`src/rtl/instr_fetch.sv`:
```
// Instruction fetch stage: holds the PC, reads instruction memory with a
// req/ready handshake, latches the word into an instruction register and
// offers it to the multicycle controller with a valid/ready handshake.
//
// Handshakes: a transfer happens on a rising edge where the producer's
// valid-like signal and the consumer's ready are both 1. For memory that is
// imem_req & imem_ready; for the controller it is instr_valid & dec_ready.
// While its valid-like signal is high, the producer holds its payload
// (imem_addr, or instr/op/funct/pc) stable. A producer never drops that
// signal except through a transfer, a redirect or reset.
module instr_fetch #(
  parameter int unsigned          PC_WIDTH = 32,
  parameter logic [PC_WIDTH-1:0]  RESET_PC = 32'h0000_0000
) (
  input  logic                clk,
  input  logic                reset,
  output logic                imem_req,
  output logic [PC_WIDTH-1:0] imem_addr,
  input  logic                imem_ready,
  input  logic [PC_WIDTH-1:0] imem_rdata,
  output logic                instr_valid,
  input  logic                dec_ready,
  output logic [PC_WIDTH-1:0] instr,
  output logic [5:0]          op,
  output logic [5:0]          funct,
  output logic [PC_WIDTH-1:0] pc,
  output logic [PC_WIDTH-1:0] pc_plus4,
  input  logic                redirect,
  input  logic [PC_WIDTH-1:0] redirect_pc,
  output logic [15:0]         fetch_count,
  output logic                dbg_state
);

  // REQ: a memory read is outstanding at pc. HOLD: instr holds a valid word.
  typedef enum logic {
    S_REQ  = 1'b0,
    S_HOLD = 1'b1
  } state_t;

  state_t              state_q, state_d;
  logic [PC_WIDTH-1:0] pc_q, pc_d;
  logic [PC_WIDTH-1:0] instr_q, instr_d;
  logic [15:0]         cnt_q, cnt_d;

  // Register update; reset abandons everything immediately.
  always_ff @(posedge clk or negedge reset) begin
    if (!reset) begin
      state_q <= S_REQ;
      pc_q    <= RESET_PC;
      instr_q <= '0;
      cnt_q   <= '0;
    end else begin
      state_q <= state_d;
      pc_q    <= pc_d;
      instr_q <= instr_d;
      cnt_q   <= cnt_d;
    end
  end

  // Next state: fetch / hold, with redirect overriding the PC and state.
  always_comb begin
    state_d = state_q;
    pc_d    = pc_q;
    instr_d = instr_q;
    cnt_d   = cnt_q;
    case (state_q)
      S_REQ: begin
        // A redirect in the same cycle lets the memory transfer finish but
        // throws the returned word away.
        if (imem_ready && !redirect) begin
          instr_d = imem_rdata;
          state_d = S_HOLD;
        end
      end
      S_HOLD: begin
        // Consumption still counts when it coincides with a redirect.
        if (dec_ready) begin
          cnt_d   = cnt_q + 16'd1;
          pc_d    = pc_plus4;
          state_d = S_REQ;
        end
      end
      default: state_d = S_REQ;
    endcase
    if (redirect) begin
      pc_d    = {redirect_pc[PC_WIDTH-1:2], 2'b00};
      state_d = S_REQ;
    end
  end

  // Outputs; the request is gated by reset so it is low during reset.
  always_comb begin
    imem_req    = (state_q == S_REQ) && reset;
    imem_addr   = pc_q;
    instr_valid = (state_q == S_HOLD);
    instr       = instr_q;
    op          = instr_q[31:26];
    funct       = instr_q[5:0];
    pc          = pc_q;
    pc_plus4    = pc_q + PC_WIDTH'(4);
    fetch_count = cnt_q;
    dbg_state   = state_q;
  end

endmodule

```
`config.mk`:
```
export PLATFORM = sky130hd
export DESIGN_NAME = instr_fetch
export DESIGN_NICKNAME = d
export VERILOG_FILES = /design/src/rtl/instr_fetch.sv
export SDC_FILE = /design/constraint.sdc
export NUM_CORES = 1
export LEC_CHECK = 0
export ABC_AREA = 1
export ABC_CLOCK_PERIOD_IN_PS = 5000
export CORE_AREA = 4 4 108 110
export CTS_CLUSTER_DIAMETER = 40
export DETAILED_ROUTE_END_ITERATION = 10
export DIE_AREA = 0 0 112 114
export GPL_ROUTABILITY_DRIVEN = 0
export HOLD_SLACK_MARGIN = 0.1
export PLACE_DENSITY = 0.95
export SLEW_MARGIN = 40
export SYNTH_ARGS = -nofsm -noshare
export SYNTH_HDL_FRONTEND = slang
export SYNTH_SLANG_ARGS = --single-unit
export TNS_END_PERCENT = 30
```
`constraint.sdc`:
```
create_clock -name clk -period 5 [get_ports clk]
set_input_delay 1 -clock clk [delete_from_list [all_inputs] [get_ports clk]]
set_output_delay 1 -clock clk [all_outputs]
set_load 0.03 [all_outputs]
```
==> impl_metrics.py, run 1 <==
metrics = {
    "power_and_ir_drop": {
        "ir_drop_uv": 240,
        "power.density_mw_per_mm2": 334,
        "power_leakage_nw": 3.13,
        "power_mw": 2.30,
    },
    "clocking": {
        "cts_buffer_depth": 2,
        "clock_sinks": 79,
        "cts-root-buf": "clkbuf_8",
        "cts.reportedPaths.clkPinSlew_ns": 0.09,
        "post_cts_buffers": 0,
        "h-tree-depth": 3,
        "hold_buffers": 0,
        "cts_tree": "yes",
        "ctsResizeCount": 0,
        "cts_buffers": 9,
        "clk_latency_ns": 0.36,
    },
    "global_routing": {
        "antenna_found_initial": 0,
        "globalRouteTotalUtil_pct": 21.1,
        "first_global_vias": 4409,
        "grt_pass1_wl_mm": 21.8,
        "grt_max_degree": 46,
        "gr-total-overflow": 0,
    },
    "cells_and_area": {
        "fin_cells": 888,
        "drive_above_1_share_pct": 11.5,
        "nets": 814,
        "fillers": 905,
        "stdcell_area_mm2": 0.00688,
        "regArea_mm2": 0.00198,
        "final_util_pct": 64.3,
        "multi_input_area_mm2": 0.00208,
        "areaGrowthSynthToFinish_pct": 46.1,
        "antenna_cells": 0,
    },
    "floorplanning": {
        "num_rows": 38,
        "dieArea_mm2": 0.0128,
        "core_mm2": 0.0107,
        "die_h_um": 114,
        "die_width_um": 112,
        "io_pins": 228,
        "initial_utilization_pct": 44.0,
    },
    "timing": {
        "slew_headroom_pct": 47.0,
        "setup_violations": 0,
        "hold_viol": 0,
        "drv_slew": 0,
        "fin_crit_sh_pct": 74.9,
        "fmax_mhz": 267,
        "worst-slew-pin-transition_ns": 0.794,
        "skew_ns": 0.00713,
        "layout_min_cycle_time_ns": 3.74,
        "setup_tns_ns": 0,
        "setup_ws_ns": 1.26,
        "rsz0062_at_grt": "false",
        "hold_ws_ns": 0.504,
    },
    "logic_synthesis": {
        "synthMostInstantiatedCell": "nand2_1",
        "synth_seq_area_share_pct": 42.0,
        "yosysTopAreaCell": "dfrtp_1",
        "synthTopCellsByCount": "167 x nand2_1, 79 x dfrtp_1, 67 x inv_1",
        "synth-edff-count": 0,
        "synth_area_per_cell_um2": 8.35,
        "synth_seq_cells": 79,
        "synth.distinct_cells": 30,
        "synthCells": 564,
        "synth_area_leaders": "dfrtp_1 42%, nand2_1 13%, buf_4 7.8%, mux2_2 7.7%, inv_1 5.3%",
        "yosysWarnings": 0,
        "synthArstFlopShare_pct": 100,
        "synth.cell_area_mm2": 0.00471,
        "synth_ff_type": "dfrtp_1",
        "synth_top_area_share_pct": 42.0,
    },
    "min_path": {
        "hp-class": "reg -> reg",
        "worstHoldPathCells": 1,
    },
    "worst_setup_path": {
        "crit_fanout": 6,
        "critPathKind": "reg -> out",
        "crit_path_end_kind": "output pin",
        "max_stage_delay_ns": 0.69,
        "cp.required_ns": 4.00,
        "r2r_cells": 6,
        "arrival_ns": 2.74,
        "path_cells": "ha_1 -> nand3_1 -> nor2_1 -> inv_1 -> nor2_1 -> nand2_1 -> nand2_1 -> and2_1 -> clkdlybuf4s50_1",
        "start_kind": "flip-flop",
        "slowest_stage": "clkdlybuf4s50_1",
    },
    "run": {
        "maxCapViolCount": 0,
    },
    "place": {
        "dp_cells": 872,
        "portBuffers": 219,
        "place_ws_ns": 1.66,
        "postPlaceCellArea_mm2": 0.00670,
        "hpwl_mm": 10.4,
    },
    "drt": {
        "viasPerCell": 4.73,
        "finalWirelength_mm": 13.5,
        "vias": 4196,
        "drt_iter0_markers": 211,
        "final_antenna_net_count": 0,
        "dr.pass1.iters": 4,
        "drc": 0,
        "routedWlPerCell_um": 15.3,
    },
    "run_status": {
        "outcome": "complete, no violations",
    },
}
## worst max-delay path, delay by kind of cell, from the launching register on
| kind | cells | cell delay [ns] |
|---|---|---|
| flops | 1 | 0.46 |
| buf+inv | 2 | 0.76 |
| simple gates | 6 | 0.91 |
| fa+ha+maj | 1 | 0.25 |
## layout by cell type, fill, tap and decap left out, types with 8 or more instances in the layout
| cell | netlist | layout |
|---|---|---|
| nand2_2 | 8 | 8 |
| nand3_1 | 24 | 24 |
| nor2_1 | 40 | 40 |
| clkdlybuf4s50_1 | 0 | 218 |
| xor2_1 | 13 | 13 |
| clkbuf_8 | 0 | 9 |
| o21ai_0 | 16 | 16 |
| dfrtp_1 | 79 | 79 |
| mux2_2 | 32 | 32 |
| inv_1 | 67 | 67 |
| nand2_1 | 167 | 167 |
## report_power, final
group / leakage [nW] / internal [mW] / switching [mW]
Clock: 0.0827 / 0.185 / 0.266
Sequential: 0.965 / 0.734 / 0.109
Combinational: 2.08 / 0.433 / 0.571
## path summary, 6_finish.rpt
check                                                   to                  startpoint  slack (ns)
min in group asynchronous         imem_addr[7]$_DFFE_PN0N_                       reset        0.59
worst min register to register  fetch_count[5]$_DFFE_PN0P_  fetch_count[5]$_DFFE_PN0P_        0.50
worst max-delay path                          pc_plus4[24]    imem_addr[3]$_DFFE_PN0N_        1.26
max in group asynchronous            instr[10]$_DFFE_PN0P_                       reset        3.45
worst min-delay path            fetch_count[5]$_DFFE_PN0P_  fetch_count[5]$_DFFE_PN0P_        0.50
worst max register to register   imem_addr[13]$_DFFE_PN0N_         dbg_state$_DFF_PN0_        3.13
## cells by family (layout without fill, tap and decap cells)
kind of cell,count (synthesis),count (layout),share of synthesized area (%)
AOI/OAI and AO/OA,29,29,3.96
xor gates and xnor gates,27,27,6.14
adders and majority gates,2,2,0.532
buffers and inverters,127,306,14.2
DFF,79,79,42.0
muxes,32,32,7.66
other,1,6,0.0797
and+or+nand+nor,267,267,25.4
## registers in the layout (all words and copies together), names as in the netlist
| name | cells |
|---|---|
| instr | 32 |
| imem_addr | 30 |
| fetch_count | 16 |
| dbg_state | 1 |
## routing by layer
layer | share of wire [%] | GRT usage [%]
met1 | 40 | 25.3
met2 | 50 | 37.5
met3 | 7.6 | 4.99
met4 | 2.1 | 7.37
met5 | 0 | 0
## final cells by class
type	count	share of cell area, %
Tap cell	140	2.55
Multi-Input combinational cell	363	30.3
Clock inverter	7	0.782
Timing Repair Buffer	222	32.2
Sequential cell	79	28.7
Inverter	68	3.71
Clock buffer	9	1.80
Power figures use the tool's default switching activity.
==> run 2, diff against run 1 <==
--- a/config.mk
+++ b/config.mk
@@ -6,14 +6,14 @@
 export NUM_CORES = 1
 export LEC_CHECK = 0
 export ABC_AREA = 1
-export ABC_CLOCK_PERIOD_IN_PS = 5000
-export CORE_AREA = 4 4 108 110
+export ABC_CLOCK_PERIOD_IN_PS = 3200
+export CORE_AREA = 4 4 118 120
 export CTS_CLUSTER_DIAMETER = 40
 export DETAILED_ROUTE_END_ITERATION = 10
-export DIE_AREA = 0 0 112 114
+export DIE_AREA = 0 0 122 124
 export GPL_ROUTABILITY_DRIVEN = 0
 export HOLD_SLACK_MARGIN = 0.1
-export PLACE_DENSITY = 0.95
+export PLACE_DENSITY = 0.86
 export SLEW_MARGIN = 40
 export SYNTH_ARGS = -nofsm -noshare
 export SYNTH_HDL_FRONTEND = slang
==> constraint.sdc (replaced) <==
create_clock -name clk -period 3.2 [get_ports clk]
set_input_delay 0.64 -clock clk [delete_from_list [all_inputs] [get_ports clk]]
set_output_delay 0.64 -clock clk [all_outputs]
set_load 0.03 [all_outputs]
==> run 2 against run 1 <==
  * Hold slack got worse by 0.059 ns
  * Design area increased by 3.2%
  * Highest routed layer is now met5
  * Clock skew decreased by 0.0015 ns
  * Critical path type unchanged
  * Clock power increased by 140%
==> impl_metrics.py, run 2 (synthesis results as in run 1) <==
metrics = {
    "place": {
        "hpwl_mm": 10.6,
        "portBuffers": 219,
        "dp_cells": 912,
        "place_ws_ns": 0.402,
        "postPlaceCellArea_mm2": 0.00678,
    },
    "timing": {
        "skew_ns": 0.00558,
        "worst-slew-pin-transition_ns": 0.771,
        "setup_ws_ns": 0.163,
        "setup_tns_ns": 0,
        "hold_viol": 0,
        "fmax_mhz": 329,
        "slew_headroom_pct": 48.3,
        "layout_min_cycle_time_ns": 3.04,
        "fin_crit_sh_pct": 94.9,
        "hold_ws_ns": 0.445,
        "setup_violations": 0,
        "drv_slew": 0,
        "rsz0062_at_grt": "false",
    },
    "worst_setup_path": {
        "rrSetupSlack_ns": 1.13,
        "r2r_cells": 6,
        "critPathKind": "reg -> out",
        "cp.required_ns": 2.56,
        "r2r-start": "dbg_state$_DFF_PN0_",
        "reg2reg_to": "imem_addr[25]$_DFFE_PN0N_",
        "crit_path_end_kind": "output pin",
        "arrival_ns": 2.40,
        "crit_fanout": 6,
        "start_kind": "flip-flop",
    },
    "cells_and_area": {
        "stdcell_area_mm2": 0.00710,
        "largest_register_ffs": 32,
        "final_util_pct": 54.7,
        "regArea_mm2": 0.00198,
        "layout_commonest_cell": "clkdlybuf4s50_1",
        "multi_input_area_mm2": 0.00208,
        "fin_cells": 928,
        "fillers": 1181,
        "nets": 818,
        "antenna_cells": 0,
        "drive_above_1_share_pct": 12.0,
        "layout_common_cells": "213 x clkdlybuf4s50_1, 167 x nand2_1, 79 x dfrtp_1",
        "areaGrowthSynthToFinish_pct": 50.8,
    },
    "drt": {
        "drt_iter0_markers": 170,
        "final_antenna_net_count": 0,
        "dr.pass1.iters": 4,
        "routedWlPerCell_um": 14.9,
        "drc": 0,
        "vias": 4138,
        "finalWirelength_mm": 13.9,
        "viasPerCell": 4.46,
    },
    "floorplanning": {
        "io_pins": 228,
        "num_rows": 42,
        "core_mm2": 0.0130,
        "initial_utilization_pct": 36.3,
        "die_width_um": 122,
        "die_h_um": 124,
        "dieArea_mm2": 0.0151,
    },
    "clocking": {
        "cts-root-buf": "clkbuf_16",
        "clk_latency_ns": 0.34,
        "post_cts_buffers": 0,
        "cts_buffers": 9,
        "cts_buffer_depth": 2,
        "cts_tree": "yes",
        "clock_sinks": 79,
        "cts.reportedPaths.clkPinSlew_ns": 0.07,
        "h-tree-depth": 3,
    },
    "run_status": {
        "outcome": "complete, no violations",
    },
    "power_and_ir_drop": {
        "ir_drop_uv": 476,
        "power_mw": 3.97,
        "power.density_mw_per_mm2": 559,
        "power_leakage_nw": 3.26,
    },
    "global_routing": {
        "antenna_found_initial": 1,
        "first_global_vias": 4073,
        "grt_max_degree": 80,
        "globalRouteTotalUtil_pct": 18.1,
        "gr-total-overflow": 0,
        "grt_pass1_wl_mm": 21.2,
    },
    "run": {
        "maxCapViolCount": 0,
    },
    "min_path": {
        "hp-class": "in -> async",
    },
}
[run 2: cell count changes in the layout (fill, tap and decap cells not counted), moves of 2 or more]
| cell | delta |
|---|---|
| clkinvlp_4 | -2 |
| clkbuf_8 | -9 |
| clkdlybuf4s50_1 | -5 |
| clkbuf_16 | +9 |
| inv_6 | +2 |
| buf_4 | +3 |
| dlymetal6s2s_1 | +5 |
[run 2: report_power, final]
| group | internal [mW] | switching, mW |
|---|---|---|
| Combinational | 0.682 | 0.902 |
| Sequential | 1.15 | 0.163 |
| Clock | 0.619 | 0.457 |
| Total | 2.45 | 1.52 |
[run 2: worst max path at each step]
stage	depth (start not counted)	to	from
detailed placement	8	pc_plus4[24]	imem_addr[12]$_DFFE_PN0N_
finish	7	pc_plus4[28]	imem_addr[12]$_DFFE_PN0N_
global route	7	pc_plus4[28]	imem_addr[12]$_DFFE_PN0N_
CTS	8	pc_plus4[24]	imem_addr[12]$_DFFE_PN0N_
global placement	8	pc_plus4[24]	imem_addr[12]$_DFFE_PN0N_
floorplan	5	pc_plus4[16]	imem_addr[3]$_DFFE_PN0N_
[run 2: cell type report]
class	instances	share of cell area (%)
multi-input cells	363	29.3
clock inverters	7	1.15
well taps	176	3.10
repair buffers	226	31.8
clock buffers	9	3.17
flip-flops and latches	79	27.9
inverters	68	3.60
[run 2: repair_timing]
item | 4_1_cts | 5_1_grt
setup endpoints to repair | 0 | 5
hold buffers | 0 | 0
endpoints found under the hold margin | 0 | 0
resized for setup | 0 | 5
[run 2: worst max-delay path: stages, from the launching register on]
cell and delay, ns:
dfrtp_1 0.52, nand2_1 0.14, nor2_1 0.26, nand2_1 0.13, nor2_1 0.16, nand3_1 0.08, nand2_1 0.08, clkdlybuf4s50_1 0.70
[run 2: metal layers]
layer / part of all wire [%] / global-route usage (%) / vias up
met3: 5.6 / 3.50 / 17
met1: 42 / 23.1 / 1927
met5: 0.094 / 0 / -
met4: 1.9 / 6.51 / 2
met2: 50 / 30.7 / 132
li1: - / - / 2060
==> run 3, diff against run 2 <==
--- a/config.mk
+++ b/config.mk
@@ -13,7 +13,7 @@
 export DIE_AREA = 0 0 122 124
 export GPL_ROUTABILITY_DRIVEN = 0
 export HOLD_SLACK_MARGIN = 0.1
-export PLACE_DENSITY = 0.86
+export PLACE_DENSITY = 0.77
 export SLEW_MARGIN = 40
 export SYNTH_ARGS = -nofsm -noshare
 export SYNTH_HDL_FRONTEND = slang
==> run 3 against run 2 <==
  * Critical path depth grew 1
  * Clock power barely moved
  * Design area up 0.23%
  * Non-clock buffer count grew 1
  * Die area unchanged
  * Global-route usage is 0.30 points higher
  * Sequential power hardly changed
  * Count of clock-buffer cells in the layout increased by 1
==> impl_metrics.py, run 3 (synthesis results as in run 1) <==
metrics = {
    "cells_and_area": {
        "antenna_cells": 0,
        "largest_register_ffs": 32,
        "areaGrowthSynthToFinish_pct": 51.1,
        "layout_commonest_cell": "clkdlybuf4s50_1",
        "fin_cells": 929,
        "drive_above_1_share_pct": 12.4,
        "nets": 819,
        "layout_common_cells": "212 x clkdlybuf4s50_1, 167 x nand2_1, 77 x dfrtp_1",
    },
    "min_path": {
        "hp-class": "in -> async",
    },
    "worst_setup_path": {
        "arrival_ns": 2.42,
        "timing.critical_path.to": "pc_plus4[25]",
        "r2r-start": "dbg_state$_DFF_PN0_",
        "crit_start": "imem_addr[10]$_DFFE_PN0N_",
        "worst_path_dominant_cell_family": "simple AND/OR/NAND/NOR gates",
        "critPathBufInv": 1,
        "critPathKind": "reg -> out",
        "crit_path_end_kind": "output pin",
        "r2r_cells": 6,
        "path_cells": "nand2_2 -> nor2_2 -> nand2_2 -> nor2_8 -> nand2_1 -> nand2_1 -> and2_1 -> clkdlybuf4s50_1",
        "path_depth": 8,
        "cp.required_ns": 2.56,
        "crit_fanout": 6,
        "reg2reg_to": "imem_addr[13]$_DFFE_PN0N_",
        "rrSetupSlack_ns": 1.38,
        "slowest_stage": "clkdlybuf4s50_1",
        "start_kind": "flip-flop",
        "max_stage_delay_ns": 0.70,
    },
    "timing": {
        "skew_ns": 0.00373,
        "rsz0062_at_grt": "false",
        "worst-slew-pin-transition_ns": 0.650,
        "layout_min_cycle_time_ns": 3.06,
        "hold_viol": 0,
        "setup_violations": 0,
        "setup_tns_ns": 0,
        "fin_crit_sh_pct": 95.6,
        "drv_slew": 0,
        "fmax_mhz": 327,
        "slew_headroom_pct": 56.7,
        "hold_ws_ns": 0.442,
    },
    "global_routing": {
        "met2_usage_pct": 30.5,
        "antenna_found_initial": 0,
        "gr-total-overflow": 0,
        "grtUsageMet1_pct": 22.9,
        "globalRouteTotalUtil_pct": 18.4,
        "busiest_layer": "met2",
        "first_global_vias": 4148,
        "met3_usage_pct": 5.04,
        "grt_max_degree": 80,
        "grt_pass1_wl_mm": 21.5,
    },
    "floorplanning": {
        "io_pins": 228,
        "core_mm2": 0.0130,
        "die_width_um": 122,
        "die_h_um": 124,
        "dieArea_mm2": 0.0151,
        "initial_utilization_pct": 36.3,
        "num_rows": 42,
    },
    "drt": {
        "finalWirelength_mm": 13.9,
        "vias": 4162,
        "dr.pass1.iters": 4,
        "drc": 0,
        "final_antenna_net_count": 0,
        "viasPerCell": 4.48,
        "drt_iter0_markers": 169,
        "routedWlPerCell_um": 14.9,
    },
    "clocking": {
        "cts_tree": "yes",
        "ctsResizeCount": 0,
        "cts_buffer_depth": 2,
        "post_cts_buffers": 0,
        "h-tree-depth": 3,
        "clk_latency_ns": 0.34,
        "clock_sinks": 79,
        "cts_buffers": 9,
        "cts-root-buf": "clkbuf_16",
        "hold_buffers": 0,
        "cts.reportedPaths.clkPinSlew_ns": 0.06,
    },
    "power_and_ir_drop": {
        "power.density_mw_per_mm2": 557,
        "ir_drop_uv": 385,
        "power_leakage_nw": 3.29,
        "power_mw": 3.96,
    },
    "place": {
        "hpwl_mm": 10.5,
        "portBuffers": 219,
        "dp_cells": 913,
    },
    "run": {
        "maxCapViolCount": 0,
    },
    "run_status": {
        "outcome": "complete, no violations",
    },
}
## run 3: changes by cell type in the layout (fill, tap and decap cells not counted), moves of 2 or more
cell      before  now
clkbuf_8       0    2
clkinv_4       0    2
dfrtp_1       79   77
dfrtp_2        0    2
inv_6          5    1
## run 3: area by class of cell
cell class	count	area (µm²)
repair buffers	227	2270
well taps	176	220
inverters	68	255
multi-input cells	363	2080
flip-flops and latches	79	1980
clock buffers	10	239
clock inverters	6	68.8
fillers	1205	5870
## run 3: report_power, final
part | total, mW | switching [mW] | internal, mW
Combinational | 1.58 | 0.899 | 0.682
Sequential | 1.31 | 0.162 | 1.15
Clock | 1.07 | 0.439 | 0.630
Total | 3.96 | 1.50 | 2.46
## run 3: layer usage
metal  vias to the layer above  wire length [µm]
li1                       2052                 -
met1                      1945              5660
met2                       144              6840
met3                        21              1090
met4                         0               304
met5                         -                 0
## run 3: worst min-delay path by stage
| stage | to | cells past startpoint | slack [ns] |
|---|---|---|---|
| after global routing | fetch_count[11]$_DFFE_PN0P_ | 2 | 0.51 |
| after floorplan | dbg_state$_DFF_PN0_ | 0 | 0.34 |
| after detailed placement | fetch_count[5]$_DFFE_PN0P_ | 1 | 0.48 |
| final | fetch_count[11]$_DFFE_PN0P_ | 2 | 0.44 |
| after CTS | fetch_count[11]$_DFFE_PN0P_ | 2 | 0.48 |
| after global placement | fetch_count[5]$_DFFE_PN0P_ | 1 | 0.48 |
## run 3: through the flow
stage               area, µm²  util (%)  setup slack (ns)
floorplan                4730         -             0.774
global placement         6780      52.3             0.454
detailed placement       6790      52.3             0.432
CTS                      7090      54.7            0.0511
global route             7110      54.8           0.00686
finish                   7110      54.8             0.142
